## src/rtl/core_pkg.sv

```systemverilog
`default_nettype none
// ---------------------------------------------------------------------------
// core_pkg : TOY opcode/state types and instruction decode helpers. Rev 1.0
// ---------------------------------------------------------------------------
package core_pkg;

    typedef enum logic [3:0] {
        OP_HALT = 4'h0, OP_ADD = 4'h1, OP_SUB = 4'h2, OP_AND = 4'h3,
        OP_XOR  = 4'h4, OP_SHL = 4'h5, OP_SHR = 4'h6, OP_LDA = 4'h7,
        OP_LD   = 4'h8, OP_ST  = 4'h9, OP_LDI = 4'hA, OP_STI = 4'hB,
        OP_BZ   = 4'hC, OP_BP  = 4'hD, OP_JR  = 4'hE, OP_JAL = 4'hF
    } opcode_t;

    typedef enum logic [0:0] {
        ST_RUN    = 1'b0,
        ST_HALTED = 1'b1
    } state_t;

    localparam int REG_AW = 4;

    function automatic opcode_t instr_op(input logic [15:0] instr);
        return opcode_t'(instr[15:12]);
    endfunction

    function automatic logic [3:0] instr_rd(input logic [15:0] instr);
        return instr[11:8];
    endfunction

    function automatic logic [3:0] instr_rs(input logic [15:0] instr);
        return instr[7:4];
    endfunction

    function automatic logic [3:0] instr_rt(input logic [15:0] instr);
        return instr[3:0];
    endfunction

    function automatic logic [7:0] instr_imm(input logic [15:0] instr);
        return instr[7:0];
    endfunction

    function automatic logic is_alu(input opcode_t op);
        return (op >= OP_ADD) && (op <= OP_SHR);
    endfunction

    // Stores and branches read d through port 0 instead of s.
    function automatic logic uses_port0(input opcode_t op);
        return is_alu(op) || (op == OP_ST) || (op == OP_STI) ||
               (op == OP_BZ) || (op == OP_BP) || (op == OP_JR);
    endfunction

    function automatic logic uses_port1(input opcode_t op);
        return is_alu(op) || (op == OP_LDI) || (op == OP_STI);
    endfunction

    function automatic logic writes_rd(input opcode_t op);
        return is_alu(op) || (op == OP_LDA) || (op == OP_LD) ||
               (op == OP_LDI) || (op == OP_JAL);
    endfunction

endpackage
`default_nettype wire

```

## src/rtl/core_scoreboard.sv

```systemverilog
`default_nettype none
// ---------------------------------------------------------------------------
// core_scoreboard : pending-write busy bits with set/clear and lookups. Rev 1.0
// ---------------------------------------------------------------------------
module core_scoreboard #(
    parameter int NUM_WB = 2
) (
    input  logic                clk_i,
    input  logic                arst_i,
    input  logic                set_en_i,
    input  logic [3:0]          set_addr_i,
    input  logic [NUM_WB-1:0]   clr_en_i,
    input  logic [4*NUM_WB-1:0] clr_addr_i,
    input  logic [3:0]          chk0_addr_i,
    input  logic [3:0]          chk1_addr_i,
    output logic                chk0_busy_o,
    output logic                chk1_busy_o,
    output logic [15:0]         busy_o
);

    logic [15:0] busy_q;
    logic [15:0] busy_d;

    // Set is applied after the clears so a same-edge set/clear leaves it busy.
    always_comb begin
        busy_d = busy_q;
        for (int k = 0; k < NUM_WB; k++) begin
            if (clr_en_i[k]) begin
                busy_d[clr_addr_i[k*4 +: 4]] = 1'b0;
            end
        end
        if (set_en_i) begin
            busy_d[set_addr_i] = 1'b1;
        end
        busy_d[0] = 1'b0;
    end

    always_ff @(posedge clk_i or posedge arst_i) begin
        if (arst_i) begin
            busy_q <= '0;
        end else begin
            busy_q <= busy_d;
        end
    end

    assign chk0_busy_o = busy_q[chk0_addr_i];
    assign chk1_busy_o = busy_q[chk1_addr_i];
    assign busy_o      = busy_q;

endmodule
`default_nettype wire

```

## src/rtl/core_id.sv

```systemverilog
`default_nettype none
// ---------------------------------------------------------------------------
// core_id : TOY decode/operand-read stage with scoreboard, HALT and flush. Rev 1.0
// ---------------------------------------------------------------------------
module core_id
    import core_pkg::*;
#(
    parameter int NUM_WB = 2
) (
    input  logic                clk_i,
    input  logic                arst_i,
    input  logic                if_valid_i,
    output logic                if_ready_o,
    input  logic [15:0]         if_instr_i,
    input  logic [7:0]          if_pc_i,
    input  logic                flush_i,
    input  logic                resume_i,
    output logic [3:0]          arf_raddr0_o,
    input  logic [15:0]         arf_rdata0_i,
    output logic [3:0]          arf_raddr1_o,
    input  logic [15:0]         arf_rdata1_i,
    output logic                ex_valid_o,
    input  logic                ex_ready_i,
    output logic [3:0]          ex_op_o,
    output logic [3:0]          ex_rd_o,
    output logic                ex_wen_o,
    output logic [15:0]         ex_a_o,
    output logic [15:0]         ex_b_o,
    output logic [7:0]          ex_imm_o,
    output logic [7:0]          ex_pc_o,
    input  logic [NUM_WB-1:0]   wb_en_i,
    input  logic [4*NUM_WB-1:0] wb_addr_i,
    output logic                halted_o
);

    state_t      state_q, state_d;
    logic        slot_valid_q, slot_valid_d;
    logic [15:0] slot_instr_q, slot_instr_d;
    logic [7:0]  slot_pc_q, slot_pc_d;

    opcode_t     op;
    logic [3:0]  rd;
    logic        running;
    logic        src0_busy, src1_busy;
    logic [15:0] busy;
    logic        hazard;
    logic        issue;
    logic        accept;
    logic        halt_go;

    assign op      = instr_op(slot_instr_q);
    assign rd      = instr_rd(slot_instr_q);
    assign running = (state_q == ST_RUN);

    // Unused ports read R0, which is never busy, so the hazard needs no use mask.
    assign arf_raddr0_o = is_alu(op)     ? instr_rs(slot_instr_q) :
                          uses_port0(op) ? rd : 4'd0;
    assign arf_raddr1_o = uses_port1(op) ? instr_rt(slot_instr_q) : 4'd0;

    assign ex_wen_o = writes_rd(op) && (rd != 4'd0);
    assign hazard   = src0_busy || src1_busy || (ex_wen_o && busy[rd]);

    assign ex_valid_o = slot_valid_q && running && !hazard && (op != OP_HALT) && !flush_i;
    assign issue      = ex_valid_o && ex_ready_i;
    assign if_ready_o = running && !flush_i && (!slot_valid_q || issue);
    assign accept     = if_valid_i && if_ready_o;
    assign halt_go    = slot_valid_q && running && (op == OP_HALT) && !flush_i;

    assign ex_op_o  = op;
    assign ex_rd_o  = rd;
    assign ex_a_o   = arf_rdata0_i;
    assign ex_b_o   = arf_rdata1_i;
    assign ex_imm_o = instr_imm(slot_instr_q);
    assign ex_pc_o  = slot_pc_q;
    assign halted_o = (state_q == ST_HALTED);

    always_comb begin
        slot_valid_d = slot_valid_q;
        slot_instr_d = slot_instr_q;
        slot_pc_d    = slot_pc_q;
        state_d      = state_q;
        if (flush_i) begin
            slot_valid_d = 1'b0;
        end else if (accept) begin
            slot_valid_d = 1'b1;
            slot_instr_d = if_instr_i;
            slot_pc_d    = if_pc_i;
        end else if (issue || halt_go) begin
            slot_valid_d = 1'b0;
        end
        case (state_q)
            ST_RUN:    if (halt_go) state_d = ST_HALTED;
            ST_HALTED: if (resume_i || flush_i) state_d = ST_RUN;
            default:   state_d = ST_RUN;
        endcase
    end

    always_ff @(posedge clk_i or posedge arst_i) begin
        if (arst_i) begin
            state_q      <= ST_RUN;
            slot_valid_q <= 1'b0;
            slot_instr_q <= '0;
            slot_pc_q    <= '0;
        end else begin
            state_q      <= state_d;
            slot_valid_q <= slot_valid_d;
            slot_instr_q <= slot_instr_d;
            slot_pc_q    <= slot_pc_d;
        end
    end

    core_scoreboard #(
        .NUM_WB(NUM_WB)
    ) u_sb (
        .clk_i      (clk_i),
        .arst_i     (arst_i),
        .set_en_i   (issue && ex_wen_o),
        .set_addr_i (rd),
        .clr_en_i   (wb_en_i),
        .clr_addr_i (wb_addr_i),
        .chk0_addr_i(arf_raddr0_o),
        .chk1_addr_i(arf_raddr1_o),
        .chk0_busy_o(src0_busy),
        .chk1_busy_o(src1_busy),
        .busy_o     (busy)
    );

endmodule
`default_nettype wire

```

## config.mk

```make
export PLATFORM = sky130hd
export DESIGN_NAME = core_id
export DESIGN_NICKNAME = d
export VERILOG_FILES = /design/src/rtl/core_pkg.sv /design/src/rtl/core_scoreboard.sv /design/src/rtl/core_id.sv
export SDC_FILE = /design/constraint.sdc
export NUM_CORES = 1
export LEC_CHECK = 0
export ABC_AREA = 1
export CAP_MARGIN = 10
export CORE_UTILIZATION = 45
export DETAILED_ROUTE_END_ITERATION = 10
export HOLD_SLACK_MARGIN = 0.15
export PLACE_DENSITY_LB_ADDON = 0.05
export REMOVE_ABC_BUFFERS = 1
export SETUP_SLACK_MARGIN = 0.4
export SLEW_MARGIN = 20
export SYNTH_ARGS = -nofsm -noshare
export SYNTH_HDL_FRONTEND = slang
export SYNTH_SLANG_ARGS = --single-unit
```

## constraint.sdc

```tcl
create_clock -name clk_i -period 4 [get_ports clk_i]
set_input_delay 0.4 -clock clk_i [delete_from_list [all_inputs] [get_ports clk_i]]
set_output_delay 0.4 -clock clk_i [all_outputs]
set_load 0.01 [all_outputs]
```

==> flow_summary_export.csv <==
group,metric,value,unit
drt,drtIter0Drc,360,
global_routing,grt_pass1_wl,14700,um
sta,hold_viol,0,
sta,final_max_slew_viol_count,0,
die,core-area,0.00635,mm^2
clock_tree,cts_sinks,41,
power,power_leakage,1.72,nW
synth,postSynthCellCount,421,
drt,drtPass1Iterations,5,
sta,relSlewSlack,43.7,%
place,hpwl,6970,um
critical_path,required,3.60,ns
finish,area_delta_synth_final,22.7,%
clock_tree,cts_setup_buffers,0,
synth,synth_edf_count,0,
clock_tree,cts_resized,0,
drt,routedWlPerCell,17.2,um
die,die_w,83.2,um
sta,hold_ws,0.474,ns
global_routing,grt_usage,26.9,%
critical_path,crit_arrival,2.99,ns
global_routing,grt_max_degree,42,
critical_path,crit_path_max_fanout,12,
sta,worst_pin_slew,0.843,ns
die,die_h,83.2,um
die,start_util,46.7,%
sta,fin_crit,3.39,ns
drt,drcViolationCount,0,
synth,ys_seq_area_share,34.6,%
drt,wl,9220,um
synth,postSynthAreaPerCell,7.04,um^2
synth,synth_cell_types,30,
synth,yosys_warnings,0,
finish,final_nets,530,
sta,period_share,84.8,%
sta,rsz0062_at_grt,"false",
place,place_area,0.00351,mm^2
power,p_per_area,569,mW/mm^2
drt,drtAntennaViolNets,0,
sta,setup_viol,0,
sta,max_freq,295,MHz
outcome,status,"finished, final reports clean",
synth,async_flop_share,100,%
die,rows,29,
finish,drive_gt1_share,7.84,%
job,drv_cap,0,
clock_tree,ctsRootBufferMaster,"clkbuf_8",
clock_tree,ctsHoldBuffers,0,
finish,final_cell_area,0.00364,mm^2
critical_path,cp-start-kind,"register",
finish,stdcell_count,536,
synth,ys_ff_latch,41,
global_routing,antenna_found_initial,0,
place,routabilityCongestion,0.902,
clock_tree,cts_max_path_buffers,2,
critical_path,path_class,"reg -> out",
sta,finalSetupTns,0,ns
critical_path,end_kind,"primary output",
min_path,hp-class,"reg -> reg",
global_routing,grt_pass1_vias,2766,
clock_tree,cts_tree,"done",
place,place_inst,528,
sta,skew,0.00663,ns
drt,vias_per_cell,5.66,
finish,final_core_util,57.3,%
die,die_area,0.00692,mm^2
power,ir_worst_vdd,0.000354,V
finish,diodes,0,
place,portBuffers,75,
die,boundaryPins,140,
global_routing,grt-ovfl-total,0,
clock_tree,cts_max_level,2,
finish,num-fill-cells,631,
clock_tree,numCtsBuffers,5,
clock_tree,clk_pin_slew,0.08,ns
synth,synth_top_flop_cell,"dfrtp_1",
synth,synth_area,0.00297,mm^2
clock_tree,clk_latency,0.29,ns
drt,vias,3036,
cells in the final DEF (no fill, tap or decap), types with 3 or more instances in the layout:
cell / Yosys / routed
o2111ai_1: 3 / 3
nand2_1: 103 / 103
buf_4: 34 / 3
clkdlybuf4s50_1: 0 / 75
nand2_4: 3 / 4
clkbuf_8: 0 / 5
dfrtp_1: 41 / 41
nand3_1: 45 / 44
nand4_1: 26 / 26
inv_1: 45 / 44
o22ai_1: 5 / 5
o21ai_2: 10 / 10
a21oi_1: 12 / 12
o21ai_0: 27 / 26
a31oi_1: 6 / 6
nor2_1: 28 / 26
cells in the mapped netlist (3+ instances only):
| master | instances | area (um^2) |
|---|---|---|
| nand4_1 | 26 | 163 |
| o21ai_0 | 27 | 135 |
| o2111ai_1 | 3 | 26.3 |
| a31oi_1 | 6 | 37.5 |
| nor2_1 | 28 | 105 |
| o21ai_2 | 10 | 87.6 |
| buf_2 | 6 | 30.0 |
| nand2_1 | 103 | 387 |
| nand2_2 | 3 | 18.8 |
| nand3_1 | 45 | 225 |
| dfrtp_1 | 41 | 1030 |
| a21oi_1 | 12 | 60.1 |
| inv_1 | 45 | 169 |
| buf_4 | 34 | 255 |
| o22ai_1 | 5 | 31.3 |
| clkbuf_1 | 6 | 22.5 |
| nand2_4 | 3 | 33.8 |
cells by family (layout without fill, tap and decap cells):
family	count (synthesis)	after routing	synth area share [%]
buffers and inverters	95	133	16.8
AOI/OAI and AO/OA	69	69	14.3
DFF	41	41	34.6
and+or+nand+nor	216	216	34.3
sequential cells by signal, indices dropped and copies added, names as in the netlist:
signal	count
halted_o	1
u_sb.busy_o	15
slot_instr_q	16
ex_pc_o	8
slot_valid_q	1
worst max-delay path, cell delays in order, from the launching register on:
cell and delay, ns:
dfrtp_1 0.56, inv_1 0.12, nor2_1 0.33, inv_1 0.11, o22ai_1 0.12, o21ai_0 0.10, nand2_1 0.11, nor2_1 0.05
nor2_1 0.09, nand2_1 0.09, nor2_1 0.12, nand3_2 0.11, a21boi_0 0.22, clkdlybuf4s50_1 0.58
per-stage QoR:
stage / worst slack, ns / total power [mW]
floorplan: 1.40 / 1.25
global placement: 0.938 / 1.71
detailed placement: 0.901 / 1.72
CTS: 0.556 / 2.06
global route: 0.404 / 2.22
finish: 0.608 / 2.07
layer usage:
metal	part of all wire (%)	global-route usage (%)	routed length (um)	up-vias
li1	-	-	-	1454
met5	0	3.03	0	-
met4	0.22	3.92	20	0
met1	45	39.1	4170	1393
met2	43	37.3	3960	185
met3	12	11.6	1070	4
layout make-up:
type                    instances  area, um^2  area share [%]
inverters                      47         176            4.85
well taps                      77        96.3            2.65
clock buffers                   6        72.6            1.99
flip-flops and latches         41        1030            28.2
multi-input cells             285        1460            40.0
clock inverters                 2        38.8            1.07
repair buffers                 78         773            21.3
path summary, 6_finish.rpt:
| check | startpoint | to | slack (ns) | cells past startpoint |
|---|---|---|---|---|
| min | ex_pc_o[7] | ex_pc_o[7] | 0.47 | 2 |
| min reg2reg | ex_pc_o[7] | ex_pc_o[7] | 0.47 | 2 |
| max in group asynchronous | arst_i | slot_instr_q[0] | 3.09 | 3 |
| max reg2reg | slot_instr_q[9] | u_sb.busy_o[15] | 0.99 | 12 |
| max | slot_instr_q[9] | if_ready_o | 0.61 | 13 |
| min in group asynchronous | arst_i | u_sb.busy_o[12] | 0.53 | 3 |
power breakdown:
part	leakage, nW	total, mW	internal (mW)	switching [mW]
combinational	1.13	1.10	0.468	0.633
clock	0.0554	0.337	0.187	0.149
sequential	0.529	0.633	0.509	0.124
total	1.72	2.07	1.17	0.906
No activity file was read; power rests on OpenSTA's default activity.
